==> src/rtl/video_in_store.sv <==
// Drains the packed-pixel FIFO into the frame buffer as fixed-length Wishbone classic write bursts.
// Define VIDEO_IN_STORE_DOUBLE_BUF_EN to alternate successive frames between two buffers.
`timescale 1ns/1ps
module video_in_store #(
   parameter int p_WIDTH   = 640,
   parameter int p_HEIGHT  = 480,
   parameter int p_BURST   = 16,
   parameter int p_LEVEL_W = 8
) (
   input  logic                 clk,
   input  logic                 nRST,
   input  logic [31:0]          fifo_data,
   input  logic [p_LEVEL_W-1:0] fifo_level,
   output logic                 fifo_r_e,
   input  logic [31:0]          base_addr,
   output logic                 wb_cyc_o,
   output logic                 wb_stb_o,
   output logic                 wb_we_o,
   output logic [31:0]          wb_adr_o,
   output logic [31:0]          wb_dat_o,
   output logic [3:0]           wb_sel_o,
   input  logic                 wb_ack_i,
   output logic                 frame_done,
   output logic                 buf_sel
);

   localparam int          N       = p_WIDTH * p_HEIGHT / 4;
   localparam int          WCW     = $clog2(N + 1);
   localparam int          BW      = $clog2(p_BURST + 1);
   localparam logic [31:0] BURST_U = 32'(p_BURST);

   typedef enum logic [1:0] {S_IDLE, S_WAIT, S_BURST, S_DONE} state_t;

   state_t           state_q;
   logic [WCW-1:0]   word_cnt_q, word_cnt_d;
   logic [BW-1:0]    beat_q;
   logic [31:0]      frame_base_q, frame_base_d;
   logic [31:0]      adr_q, adr_d, burst_adr_d;
   logic             cyc_q, we_q, frame_done_q;
   logic [3:0]       sel_q;

`ifdef VIDEO_IN_STORE_DOUBLE_BUF_EN
   logic             buf_sel_q;
   assign frame_base_d = base_addr + (buf_sel_q ? 32'(4 * N) : 32'd0);
   assign buf_sel      = buf_sel_q;
`else
   assign frame_base_d = base_addr;
   assign buf_sel      = 1'b0;
`endif

   assign word_cnt_d  = word_cnt_q + 1'b1;
   assign adr_d       = adr_q + 32'd4;
   assign burst_adr_d = frame_base_q + (32'(word_cnt_q) << 2);

   // Strobe and cycle are identical in classic single-master bursts; the pop is the accepted beat.
   assign wb_cyc_o   = cyc_q;
   assign wb_stb_o   = cyc_q;
   assign wb_we_o    = we_q;
   assign wb_sel_o   = sel_q;
   assign wb_adr_o   = adr_q;
   assign wb_dat_o   = cyc_q ? fifo_data : 32'd0;
   assign fifo_r_e   = wb_stb_o & wb_ack_i;
   assign frame_done = frame_done_q;

   always_ff @(posedge clk or negedge nRST) begin
      if (!nRST) begin
         state_q      <= S_IDLE;
         word_cnt_q   <= '0;
         beat_q       <= '0;
         frame_base_q <= '0;
         adr_q        <= '0;
         cyc_q        <= 1'b0;
         we_q         <= 1'b0;
         sel_q        <= 4'h0;
         frame_done_q <= 1'b0;
`ifdef VIDEO_IN_STORE_DOUBLE_BUF_EN
         buf_sel_q    <= 1'b0;
`endif
      end else begin
         frame_done_q <= 1'b0;
         case (state_q)
            S_IDLE: begin
               if (word_cnt_q == '0) begin
                  frame_base_q <= frame_base_d;
               end
               state_q <= S_WAIT;
            end
            // A full burst must already be buffered so the FIFO never underflows mid-burst.
            S_WAIT: begin
               if (32'(fifo_level) >= BURST_U) begin
                  cyc_q   <= 1'b1;
                  we_q    <= 1'b1;
                  sel_q   <= 4'hF;
                  adr_q   <= burst_adr_d;
                  beat_q  <= '0;
                  state_q <= S_BURST;
               end
            end
            S_BURST: begin
               if (wb_stb_o && wb_ack_i) begin
                  word_cnt_q <= word_cnt_d;
                  adr_q      <= adr_d;
                  beat_q     <= beat_q + 1'b1;
                  if (beat_q == BW'(p_BURST - 1)) begin
                     cyc_q        <= 1'b0;
                     we_q         <= 1'b0;
                     sel_q        <= 4'h0;
                     beat_q       <= '0;
                     frame_done_q <= (word_cnt_d == WCW'(N));
                     state_q      <= (word_cnt_d == WCW'(N)) ? S_DONE : S_WAIT;
                  end
               end
            end
            S_DONE: begin
               word_cnt_q <= '0;
`ifdef VIDEO_IN_STORE_DOUBLE_BUF_EN
               buf_sel_q  <= ~buf_sel_q;
`endif
               state_q    <= S_IDLE;
            end
            default: state_q <= S_IDLE;
         endcase
      end
   end

endmodule

==> config.mk <==
export PLATFORM = sky130hd
export DESIGN_NAME = video_in_store
export DESIGN_NICKNAME = d
export VERILOG_FILES = /design/src/rtl/video_in_store.sv
export SDC_FILE = /design/constraint.sdc
export NUM_CORES = 1
export LEC_CHECK = 0
export ABC_AREA = 1
export BUFFER_PORTS_ARGS = -buffer_cell sky130_fd_sc_hd__buf_2
export CORE_MARGIN = 2
export CORE_UTILIZATION = 56
export DETAILED_ROUTE_END_ITERATION = 8
export PLACE_DENSITY = 0.84
export SLEW_MARGIN = 0
export SYNTH_ARGS = -nofsm -noshare
export SYNTH_HDL_FRONTEND = slang
export SYNTH_SLANG_ARGS = --single-unit
==> constraint.sdc <==
create_clock -name clk -period 2.3 [get_ports clk]
set_input_delay 0.23 -clock clk [delete_from_list [all_inputs] [get_ports clk]]
set_output_delay 0.23 -clock clk [all_outputs]
set_load 0.02 [all_outputs]
# Yosys cells after proc, flatten, opt, wreduce, memory -nomap -nowiden
# Index checks and enable logic that the tools add are counted.
[word_totals]
regBits = 94
wordCells = 58
rom_bits = 0
ramBits = 0
memories = 0
output_inout_bits = 74
latch_bits = 0
[classes]
reduce_logical = 10
n_addsub = 4
div = 0
muxes = 26
bitwise = 1
n_eq_ne = 8
shift = 0
order_cmp = 1
n_mul = 0
[op_table]
columns = ["op", "n"]
rows = [
  ["32-bit 2-to-1 mux", 3],
  ["32-bit case mux with 2 select lines", 1],
  ["17-bit case mux with 2 select lines", 1],
  ["32-bit by 19-bit adder with 32-bit output", 1],
  ["32-bit by 3-bit adder with 32-bit output (second input constant)", 1],
  ["17-bit by 1-bit adder with 17-bit output (second input constant)", 1],
  ["17-bit equality test (second input constant)", 1],
  ["17-bit logical NOT", 1],
  ["17-bit 2-to-1 mux", 1],
  ["5-bit 2-to-1 mux", 3],
  ["4-bit 2-to-1 mux", 3],
  ["5-bit case mux with 2 select lines", 1],
  ["8-bit by 5-bit greater-or-equal comparator with 1-bit output (second input constant)", 1],
  ["2-bit 2-to-1 mux", 4],
  ["2-bit case mux with 4 select lines", 1],
  ["4-bit case mux with 2 select lines", 1],
  ["1-bit 2-to-1 mux", 6],
  ["2-bit inequality test (second input constant)", 3],
  ["3-bit AND reduction", 2],
  ["5-bit by 1-bit adder with 5-bit output (second input constant)", 1],
  ["5-bit by 4-bit equality test with 1-bit output (second input constant)", 1],
  ["2-bit equality test (second input constant)", 2],
  ["2-bit AND reduction", 2],
  ["4-bit AND reduction", 1],
  ["other kinds (6)", 7],
]

# Longest topological paths before layout
[logic_depth]
word_depth = 6
depth_mapped = 15

# Worst setup path after synthesis
# OpenSTA, ideal clock, no wires.
[synth_timing]
path_type = "flip-flop to flip-flop"
from = "register word_cnt_q[0]"
to = "register adr_q[14], in the netlist wb_adr_o[14]"
setup_slack_ps = 281
stages_incl_launch_ff = 10
setup_time_ps = 124
n_path_buf = 0
arrival_ps = 1895
cell_sequence = "dfrtp_1 > ha_1 > fa_1 > nand3_1 > nand3_1 > nand3_1 > nand3_1 > or2_2 > nand3_1 > a21oi_1"
[synth_between]
elab_chain_cells = 3
[synth_rtl]
columns = ["element", "line_no", "rtl"]
rows = [
  ["start: declaration", "35", "logic [WCW-1:0] word_cnt_q, word_cnt_d;"],
  ["start signal: assignment", "101", "word_cnt_q <= word_cnt_d;"],
  ["32-bit by 19-bit adder with 32-bit output", "53", "assign burst_adr_d = frame_base_q + (32'(word_cnt_q) << 2);"],
  ["32-bit 2-to-1 mux", "90", "if (32'(fifo_level) >= BURST_U) begin"],
  ["32-bit case mux with 2 select lines", "81", "case (state_q)"],
  ["end signal: assignment", "94", "adr_q <= burst_adr_d;"],
  ["end signal: assignment", "102", "adr_q <= adr_d;"],
  ["end: declaration", "38", "logic [31:0] adr_q, adr_d, burst_adr_d;"],
]
# Every way passes these cells. The select of a mux whose other input is x is not followed.
# A chain may end at the register's enable or synchronous reset.

# Worst setup path after layout
[layout_timing]
from = "register word_cnt_q[2]"
to = "register adr_q[17], in the netlist wb_adr_o[17]"
# Same word-level chain as after synthesis.

==> impl_metrics.ini <==
[status]
status = finished, final reports clean

[pwr]
p_comb_share_pct = 7.2
power_frac_clock_pct = 42.6
ir_drop_v = 0.000342
p_sw_share_pct = 24.0
powerDensity_nw_per_um2 = 396
p_leak_nw = 4.61
power_switching_mw = 0.784
seqPwrFrac_pct = 50.3
p_int_mw = 2.49

[clock_tree]
numCtsBuffers = 9
path_clk_slew_ps = 60
cts_sinks = 90
clk_latency_ps = 360
htree_levels = 3
cts_tree = yes
root_buffer = clkbuf_16
clock_path_buffers = 2

[sta]
worst_pin_slew_ps = 721
hold_ws_ps = 101
max_freq_mhz = 462
finalSetupViolCount = 0
postLayoutSetupSlackWorst_ps = 135
slew_violations = 0
period_share_pct = 94.1
relSlewSlack_pct = 51.8
skew_ps = 10.0
rsz0062_at_grt = true
fin_crit_ps = 2160
final-hold-violation-count = 0

[synth]
synth_top_area_share_pct = 31.9
synth_edf_count = 0
syn_inst = 1035
syn-num-nets = 1133
yosys_warnings = 0
syn_area_per_cell_um2 = 6.82
syn_area_um2 = 7060
synthTopCellsByArea = dfrtp_1, nand2_1, inv_1, mux2_4, nor2_1
synth_cell_type_count = 44
synth-seq-cells = 90
yosys.area.top_type = dfrtp_1
seq_area_frac_synth_pct = 31.9
ys_async_sr_fraction_pct = 100
synthFlopType = dfrtp_1

[global_routing]
grt_use_met3_pct = 4.10
gr-total-overflow = 0
use_met2_pct = 48.5
grt_max_degree = 53
grt_use_met1_pct = 38.4
grt_pass1_wl_um = 30900
grt_usage_pct = 29.5
busiest_layer = met2
grt_pass1_vias = 6631
antenna_found_initial = 0

[detailed_routing]
drt_iter0_markers = 513
wl_per_cell_um = 14.0
ant_nets = 0
routed_wl_um = 19000
via_per_inst = 5.24
dr.pass1.iters = 6
vias = 7106
drc = 0

[floorplanning]
rows = 41
ios = 149
initial_core_util_pct = 56.6
coreArea_um2 = 12500
die_y_um = 116
dieArea_um2 = 13500
die_x_um = 116

[run]
maxCapViolations = 0

[critical_path]
max_stage_delay_ps = 490
crit_required_ps = 2550
path_cells = ha_2 > a21oi_1 > nand2_1 > nand3_1 > nand3_1 > nand2_1 > nand2_1 > nand2_1 > nand3_1 > nand3_1 > nand2_1
end_kind = flop
cp_slowest_cell = dfrtp_1
cp-start-kind = flop
critPathMaxFanout = 6
arrival_ps = 2410
critPathKind = flop to flop
cpMostUsedCell = nand2_1

[final_layout]
layout_commonest_cell = nand2_1
finalNetCount = 1276
mostFrequentLayoutCells = nand2_1, buf_2, inv_1, nor2_1, dfrtp_1
antenna_cells = 0
area_growth_pct = 17.1
drive_gt1_share_pct = 21.0

[place]
dp_slack_ps = 175
gp_congestion = 0.939
dp.final_hpwl_um = 14700
portBuffers = 143

[worst_hold_path]
hold_path_class = input pin to flop
[stage by stage]
step / TNS (ps) / cell area, um2 / util [%] / std cells / total power, mW
after global placement: 0 / 7960 / 63.8 / 1338 / 1.90
final: 0 / 8260 / 66.3 / 1355 / 3.27
after detailed placement: 0 / 7960 / 63.8 / 1338 / 1.91
after global routing: -10.9 / 8260 / 66.3 / 1355 / 3.38
after CTS: 0 / 8240 / 66.1 / 1355 / 3.30
after floorplan: 0 / 7060 / - / 1035 / 1.77
[layer usage]
metal  routed length [um]  vias to the layer above
li1                     -                     3573
met1                 8550                     3208
met2                 8700                      279
met3                 1080                       46
met4                  626                        0
met5                    0                        -
[area by class of cell]
type                    instances  area, um2
clock inverters                 4       27.5
flip-flops and latches         90       2250
inverters                     148        556
clock buffers                  12        246
multi-input cells             769       4110
repair buffers                160        861
well taps                     172        215
fillers                      1124       4200
[worst paths after layout]
check,start,end,slack [ps],depth (start not counted)
min,base_addr[0],frame_base_q[0],100,2
min in group asynchronous,nRST,wb_adr_o[2],290,2
min reg2reg,frame_base_q[0],wb_adr_o[0],480,2
max in group asynchronous,nRST,frame_base_q[23],1420,3
max reg2reg,word_cnt_q[2],wb_adr_o[17],140,11
max,word_cnt_q[2],wb_adr_o[17],140,11
[logic make-up after synthesis]
kind of cell,synth area share (%)
adders and majority gates,4.18
other,0.0531
xor gates and xnor gates,3.10
muxes,6.84
buffers and inverters,10.2
DFF,31.9
AOI/OAI and AO/OA,7.62
and+or+nand+nor,36.0
[worst max-delay path, delay by kind of cell (launching register included)]
kind | cells | cell delay [ps]
DFF | 1 | 490
adders and majority gates | 1 | 370
AOI/OAI and AO/OA | 1 | 180
and+or+nand+nor | 9 | 1030
[cells in the mapped netlist, types with 3 or more instances]
master / instances
xor2_1: 19
nor3_1: 17
clkbuf_1: 11
o21bai_1: 3
nor2_4: 3
buf_4: 9
a31oi_1: 6
buf_2: 5
nand3_1: 67
nor3_2: 3
nand4_1: 17
dfrtp_1: 90
xnor2_1: 6
nand2_1: 340
inv_1: 136
mux2_4: 30
a21oi_1: 45
nand3b_1: 14
or2_2: 3
o21ai_0: 34
o22ai_1: 3
nor2_1: 105
nor2_2: 6
ha_1: 22
inv_2: 12
buf_6: 3
o21ai_1: 5
[registers in the layout, summed over array words and instances, names as in the netlist]
signal and cells:
beat_q 5, frame_base_q 32, frame_done 1, state_q 2, wb_adr_o 32, wb_sel_o 1, word_cnt_q 17
[timing repair]
action | CTS | global route
buffers inserted | 0 | 0
endpoints found under the setup margin | 0 | 13
gates resized for setup | 0 | 8
hold buffers | 1 | 0
hold endpoints to repair | 15 | 0
[power by group through the flow]
stage	combinational (mW)	clock, mW	sequential (mW)
floorplan	0.116	0	1.66
global placement	0.226	0	1.67
detailed placement	0.233	0	1.67
CTS	0.236	1.42	1.64
global route	0.266	1.47	1.65
finish	0.235	1.39	1.64
No activity file was read; power rests on OpenSTA's default activity.
